[src/rtl/lock_gated_video_timing.sv]
// Video timing generator gated by a qualified PLL lock.
// Timing restarts from h=0,v=0 after every lock loss.
module lock_gated_video_timing #(
  parameter int H_ACTIVE  = 320,
  parameter int H_FP      = 20,
  parameter int H_SYNC    = 10,
  parameter int H_BP      = 30,
  parameter int V_ACTIVE  = 240,
  parameter int V_FP      = 4,
  parameter int V_SYNC    = 2,
  parameter int V_BP      = 6,
  parameter int LOCK_WAIT = 1024,
  parameter bit SYNC_POL  = 1'b0
) (
  input  logic        clk,
  input  logic        reset,
  input  logic        pll_lock,
  output logic        ready,
  output logic        hsync,
  output logic        vsync,
  output logic        de,
  output logic [10:0] x,
  output logic [9:0]  y,
  output logic        line_start,
  output logic        frame_start
);

  localparam int H_TOTAL = H_ACTIVE + H_FP + H_SYNC + H_BP;
  localparam int V_TOTAL = V_ACTIVE + V_FP + V_SYNC + V_BP;
  localparam int WW = (LOCK_WAIT > 1) ? $clog2(LOCK_WAIT) : 1;

  if (H_TOTAL > 2048 || V_TOTAL > 1024 || LOCK_WAIT < 1) begin : g_bad_cfg
    $error("lock_gated_video_timing: illegal timing parameters");
  end

  localparam logic [10:0] H_LAST = 11'(H_TOTAL - 1);
  localparam logic [9:0]  V_LAST = 10'(V_TOTAL - 1);
  localparam logic [11:0] H_ACT  = 12'(H_ACTIVE);
  localparam logic [11:0] HS_BEG = 12'(H_ACTIVE + H_FP);
  localparam logic [11:0] HS_END = 12'(H_ACTIVE + H_FP + H_SYNC);
  localparam logic [10:0] V_ACT  = 11'(V_ACTIVE);
  localparam logic [10:0] VS_BEG = 11'(V_ACTIVE + V_FP);
  localparam logic [10:0] VS_END = 11'(V_ACTIVE + V_FP + V_SYNC);
  localparam logic [WW-1:0] WAIT_LAST = WW'(LOCK_WAIT - 1);

  typedef enum logic [1:0] {
    WAIT_LOCK,
    STABLE,
    RUN
  } state_t;

  state_t state, next;

  logic          lock_meta, lock_s;
  logic [WW-1:0] wait_cnt;
  logic [10:0]   h_cnt;
  logic [9:0]    v_cnt;

  // Only place PLL_LOCK is sampled.
  always_ff @(posedge clk or posedge reset) begin
    if (reset) begin
      lock_meta <= 1'b0;
      lock_s    <= 1'b0;
    end else begin
      lock_meta <= pll_lock;
      lock_s    <= lock_meta;
    end
  end

  always_ff @(posedge clk or posedge reset) begin
    if (reset) state <= WAIT_LOCK;
    else       state <= next;
  end

  always_comb begin
    next = state;
    unique case (state)
      WAIT_LOCK: if (lock_s) next = STABLE;
      STABLE: begin
        if (!lock_s)                     next = WAIT_LOCK;
        else if (wait_cnt == WAIT_LAST)  next = RUN;
      end
      RUN:     if (!lock_s) next = WAIT_LOCK;
      default: next = WAIT_LOCK;
    endcase
  end

  always_ff @(posedge clk or posedge reset) begin
    if (reset) begin
      wait_cnt <= '0;
      h_cnt    <= '0;
      v_cnt    <= '0;
    end else begin
      if (state == STABLE && lock_s && wait_cnt != WAIT_LAST)
        wait_cnt <= wait_cnt + 1'b1;
      else
        wait_cnt <= '0;
      // Counters sit at zero outside RUN, so RUN always starts at 0,0.
      if (state == RUN && lock_s) begin
        if (h_cnt == H_LAST) begin
          h_cnt <= '0;
          v_cnt <= (v_cnt == V_LAST) ? '0 : v_cnt + 1'b1;
        end else begin
          h_cnt <= h_cnt + 1'b1;
        end
      end else begin
        h_cnt <= '0;
        v_cnt <= '0;
      end
    end
  end

  logic h_act, v_act, h_sync_win, v_sync_win, act;

  always_comb begin
    h_act      = {1'b0, h_cnt} < H_ACT;
    v_act      = {1'b0, v_cnt} < V_ACT;
    h_sync_win = ({1'b0, h_cnt} >= HS_BEG) && ({1'b0, h_cnt} < HS_END);
    v_sync_win = ({1'b0, v_cnt} >= VS_BEG) && ({1'b0, v_cnt} < VS_END);
    act        = h_act && v_act;
  end

  always_ff @(posedge clk or posedge reset) begin
    if (reset) begin
      ready       <= 1'b0;
      hsync       <= ~SYNC_POL;
      vsync       <= ~SYNC_POL;
      de          <= 1'b0;
      x           <= '0;
      y           <= '0;
      line_start  <= 1'b0;
      frame_start <= 1'b0;
    end else begin
      ready <= (next == RUN);
      if (state == RUN) begin
        hsync       <= h_sync_win ? SYNC_POL : ~SYNC_POL;
        vsync       <= v_sync_win ? SYNC_POL : ~SYNC_POL;
        de          <= act;
        x           <= act ? h_cnt : '0;
        y           <= act ? v_cnt : '0;
        line_start  <= (h_cnt == '0);
        frame_start <= (h_cnt == '0) && (v_cnt == '0);
      end else begin
        hsync       <= ~SYNC_POL;
        vsync       <= ~SYNC_POL;
        de          <= 1'b0;
        x           <= '0;
        y           <= '0;
        line_start  <= 1'b0;
        frame_start <= 1'b0;
      end
    end
  end

endmodule

[config.mk]
export PLATFORM = sky130hd
export DESIGN_NAME = lock_gated_video_timing
export DESIGN_NICKNAME = d
export VERILOG_FILES = /design/src/rtl/lock_gated_video_timing.sv
export SDC_FILE = /design/constraint.sdc
export NUM_CORES = 1
export LEC_CHECK = 0
export BUFFER_PORTS_ARGS = -buffer_cell sky130_fd_sc_hd__clkbuf_2
export CORE_MARGIN = 2
export CORE_UTILIZATION = 52
export CTS_CLUSTER_SIZE = 8
export DETAILED_ROUTE_END_ITERATION = 16
export PLACE_DENSITY_LB_ADDON = 0.25
export SLEW_MARGIN = 20
export SYNTH_ARGS = -nofsm -noshare
export SYNTH_HDL_FRONTEND = slang
export SYNTH_SLANG_ARGS = --single-unit
[constraint.sdc]
create_clock -name clk -period 1.9 [get_ports clk]
set_clock_uncertainty 0.1 [all_clocks]
set_input_delay 0.19 -clock clk [delete_from_list [all_inputs] [get_ports clk]]
set_output_delay 0.19 -clock clk [all_outputs]
set_load 0.02 [all_outputs]
==> tab_implementation.tex <==
\begin{tabular}{lr}
\hline
Metric & Value \\
\hline
\multicolumn{2}{l}{\textbf{Floorplanning}} \\
\quad Die boundary height & around 76 um \\
\quad Placeable core area & 0.005075 mm\^{}2 \\
\quad Effective utilization at floorplan & 0.5360 \\
\quad Chip width & 76.33 um \\
\quad Site row count & 26 \\
\quad IO Pins & 30 \\
\quad Area enclosed by the die boundary & about 0.0058 mm\^{}2 \\
\multicolumn{2}{l}{\textbf{Power and ir drop}} \\
\quad Power per standard cell area & between 700 and 800 mW/mm\^{}2 \\
\quad Worst vdd ir & between 0.0005 and 0.0006 V \\
\quad Sequential cell fraction of total power & 0.572 \\
\quad Share of total power in the clock network & 0.404 \\
\quad Net switching power & 0.0005000 W \\
\quad Switching Fraction & 0.2140 \\
\quad Leak Pwr & between 1.5 and 2 nW \\
\quad Part of the total power dissipated in combinational logic & 0.024 \\
\quad Cell-internal power & 0.001837 W \\
\multicolumn{2}{l}{\textbf{Synth}} \\
\quad Proportion of register bits with asynchronous set or reset after synthesis & 1.000 \\
\quad Number of enable-type register cells in the synthesized netlist & 0 \\
\quad Number of flip-flops and latches in the synthesized netlist & just over 60 \\
\quad Largest family of logic cells by synthesized area & simple AND/OR/NAND/NOR gates \\
\quad Parity-gate share of the synthesized area counting xor and xnor cells & 0.05474 \\
\quad Count of unique library cells instantiated by Yosys & 40 \\
\quad Most used flip-flop cell after synthesis & sky130\_fd\_sc\_hd\_\_dfrtp\_1 \\
\quad Most frequent cell after synthesis & sky130\_fd\_sc\_hd\_\_dfrtp\_1 \\
\quad Number of warning messages in the yosys log & 0 \\
\quad Area share of the largest cell type after synthesis & 0.5520 \\
\quad Post-Syn Area & around 0.0027 mm\^{}2 \\
\quad Most used standard cells in the synthesized netlist & sky130\_fd\_sc\_hd\_\_dfrtp\_1, sky130\_fd\_sc\_hd\_\_nor2\_1, sky130\_fd\_sc\_hd\_\_nand3\_1 \\
\quad Adder and majority cell fraction of the synthesized area & 0.02300 \\
\quad Complex-gate fraction of the synthesized area & 0.05336 \\
\quad Fraction of synthesized area in multiplexers & 0.01104 \\
\quad Simple-gate portion of the synthesized area & 0.2484 \\
\quad Gate count after technology mapping & between 200 and 250 \\
\quad Largest cells by area after synthesis & sky130\_fd\_sc\_hd\_\_dfrtp\_1, sky130\_fd\_sc\_hd\_\_nor2\_1, sky130\_fd\_sc\_hd\_\_nand3\_1, sky130\_fd\_sc\_hd\_\_xnor2\_1, sky130\_fd\_sc\_hd\_\_and2\_2 \\
\quad Mean instance size in the synthesized netlist & roughly 11 um\^{}2 \\
\quad Sequential share of the synthesized area & 0.5713 \\
\quad Area leader, netlist & sky130\_fd\_sc\_hd\_\_dfrtp\_1 \\
\multicolumn{2}{l}{\textbf{Worst setup path}} \\
\quad Worst-case register-to-register setup slack & $\sim$0.095 ns \\
\quad Cell at the slowest stage of the critical path & sky130\_fd\_sc\_hd\_\_or4b\_1 \\
\quad Worst setup SP type & flop \\
\quad Category of the worst setup path capture point & flop \\
\quad Maximum fanout encountered on the critical timing path & 18 \\
\quad Path depth of the worst reg2reg path & 3 \\
\quad Category of the most critical setup path & flop to flop \\
\quad Capture point of the worst path & y[3]\$\_DFF\_PP0\_ \\
\quad Biggest cell delay along the critical path & roughly 0.55 ns \\
\quad CP Data Required Time & around 2.1 ns \\
\quad Cell Chain, Critical Path & or4b\_1 -> and4bb\_4 -> and2\_2 \\
\quad Worst R2R End & y[3]\$\_DFF\_PP0\_ \\
\quad Worst endpoint data arrival time & a little under 2 ns \\
\quad Worst r2r src & state[0]\$\_DFF\_PP0\_ \\
\quad Critical Path Source & state[0]\$\_DFF\_PP0\_ \\
\multicolumn{2}{l}{\textbf{Placement}} \\
\quad RD Place Congestion & $\sim$0.89 \\
\quad Total cell area at the placement stage & just over 0.003 mm\^{}2 \\
\quad IO Port Bufs & 29 \\
\quad Placed wire-length estimate & 3472 um \\
\multicolumn{2}{l}{\textbf{Timing}} \\
\quad Shortest period the worst path allows & around 1.8 ns \\
\quad Final sum of negative setup slack & 0 ns \\
\quad Endpoints failing setup & 0 \\
\quad Final period utilization & 0.9498 \\
\quad RSZ-0062 raised after global routing & false \\
\quad Hold violation count in the final report & 0 \\
\quad Upper clock frequency limit & approximately 550 MHz \\
\quad Max Slew Vio Count & 0 \\
\multicolumn{2}{l}{\textbf{Outcome}} \\
\quad Status & completed \\
\multicolumn{2}{l}{\textbf{Drt}} \\
\quad Wirelength, routed & approximately 5000 um \\
\quad Overall via count from detail\_route & 1952 \\
\quad Residual DRC count & 0 \\
\quad Vias/cell & 5.164 \\
\quad Detail-routed net length per standard cell & about 13 um \\
\quad DRC marker count from the first detailed-route iteration & roughly 150 \\
\quad Count of antenna-violating nets left after detailed routing & 0 \\
\quad First-pass iteration count of the detailed router & 4 \\
\multicolumn{2}{l}{\textbf{Clock tree}} \\
\quad Clk root buf & sky130\_fd\_sc\_hd\_\_clkbuf\_8 \\
\quad Register clock-pin slew on the reported worst setup and hold paths & $\sim$0.060 ns \\
\quad CTS Buffer Depth & 2 \\
\quad Inserted Clock Buffers & 9 \\
\quad Number of sinks on the clock net & 62 \\
\quad Clk\_lat worst skew & roughly 0.33 ns \\
\quad Htree depth & 3 \\
\quad TritonCTS clock tree & done \\
\multicolumn{2}{l}{\textbf{Worst hold path}} \\
\quad Worst min-delay path class & input port to async pin \\
\multicolumn{2}{l}{\textbf{Finish}} \\
\quad Area growth, synth to finish & 20.56\% \\
\quad Share of cells above drive strength 1 & 0.2890 \\
\quad Final std cell area, no fill & $\sim$0.0033 mm\^{}2 \\
\quad Nets@finish & between 300 and 400 \\
\quad Final antenna diode count & 0 \\
\multicolumn{2}{l}{\textbf{Global routing}} \\
\quad Maximum number of pins on one net before global-route repair & 42 \\
\quad First-pass GRT wire length & $\sim$8700 um \\
\quad Number of antenna violations at the first check in global routing & 0 \\
\quad Global router's overall resource usage & 0.1892 \\
\quad Aggregate global routing overflow & 0 \\
\quad Number of global-route vias before repair & about 1.9k \\
\multicolumn{2}{l}{\textbf{Run}} \\
\quad Number of violations of the max-capacitance limit & 0 \\
\hline
\end{tabular}
-- placed cells by master (no fill, tap or decap), drive strengths merged, types with 4 or more instances in the layout --
master,Yosys,layout
xnor2,9,9
clkbuf,4,41
ha,5,5
nand2,10,10
nand3,17,17
nor3,4,4
and2,17,17
xor2,8,8
buf,7,23
conb,1,4
dfrtp,60,60
nand3b,4,4
inv,10,10
o21ai,9,9
and3,4,4
and4,7,7
nor2,29,29
nand4,7,7
a21oi,8,8
-- metal layers --
layer,GRT usage,share of wire,up-vias
met5,0,0,-
li1,-,-,961
met2,0.2991,0.49,56
met4,0.09273,0.019,0
met1,0.2466,0.45,927
met3,0.04384,0.045,8
-- power groups by stage --
stage	clock network (W)	registers [W]	logic, W
finish	0.000945	0.00134	0.0000561
global route	0.00102	0.00134	0.0000651
CTS	0.000970	0.00134	0.0000589
detailed placement	0	0.00136	0.0000556
global placement	0	0.00136	0.0000551
floorplan	0	0.00136	0.0000275
-- area by class of cell --
class                           count  area (um^2)
Clock inverter                      2        10.01
Clock buffer                       12        145.1
Sequential cell                    62         1556
Timing Repair Buffer               54        354.1
Tap cell                           70        87.58
Multi-Input combinational cell    168         1089
Inverter                           10        37.54
Fill cell                         408         1795
-- logic make-up after synthesis --
group,count (synthesis)
simple gates,115
flops,62
compound gates,24
buf+inv,21
xor+xnor,17
fa+ha+maj,5
mux,3
other cells,1
-- repair_timing --
action,in CTS,in global routing
endpoints found under the setup margin,0,15
buffers inserted,0,2
gates resized for setup,0,7
hold endpoints to repair,61,0
hold buffers,2,0
-- critical path, delay by kind of cell, from the launching register on --
kind | cells | cell delay (ns)
and+or+nand+nor | 3 | 1.20
DFF | 1 | 0.44
-- state kept, by name (all words and copies together) (netlist names), 2 cells and up --
| register | flops |
|---|---|
| y | 10 |
| x | 11 |
| h_cnt | 11 |
| state | 2 |
| wait_cnt | 10 |
| v_cnt | 10 |
-- per-stage QoR --
step                      instances  utilization  hold slack [ns]  setup slack (ns)  total power (W)
after floorplan                 251            -           0.1214           0.07191         0.001392
after global placement          360       0.6053         -0.04772            0.1196         0.001414
after detailed placement        360       0.6053         -0.04603            0.1032         0.001415
after CTS                       376       0.6398           0.1461           0.08336         0.002365
after global routing            378       0.6462           0.1761          0.001105         0.002425
final                           378       0.6462           0.1606           0.09541         0.002337
-- worst min-delay path by stage --
stage / start / end / slack, ns / depth (start not counted)
after floorplan: pll_lock / lock_meta$_DFF_PP0_ / 0.12 / 0
after global placement: reset / y[8]$_DFF_PP0_ / -0.05 / 2
after detailed placement: reset / y[8]$_DFF_PP0_ / -0.05 / 2
after CTS: reset / y[8]$_DFF_PP0_ / 0.15 / 3
after global routing: reset / y[8]$_DFF_PP0_ / 0.18 / 3
final: reset / y[8]$_DFF_PP0_ / 0.16 / 3
(Power assumes the default switching activity.)
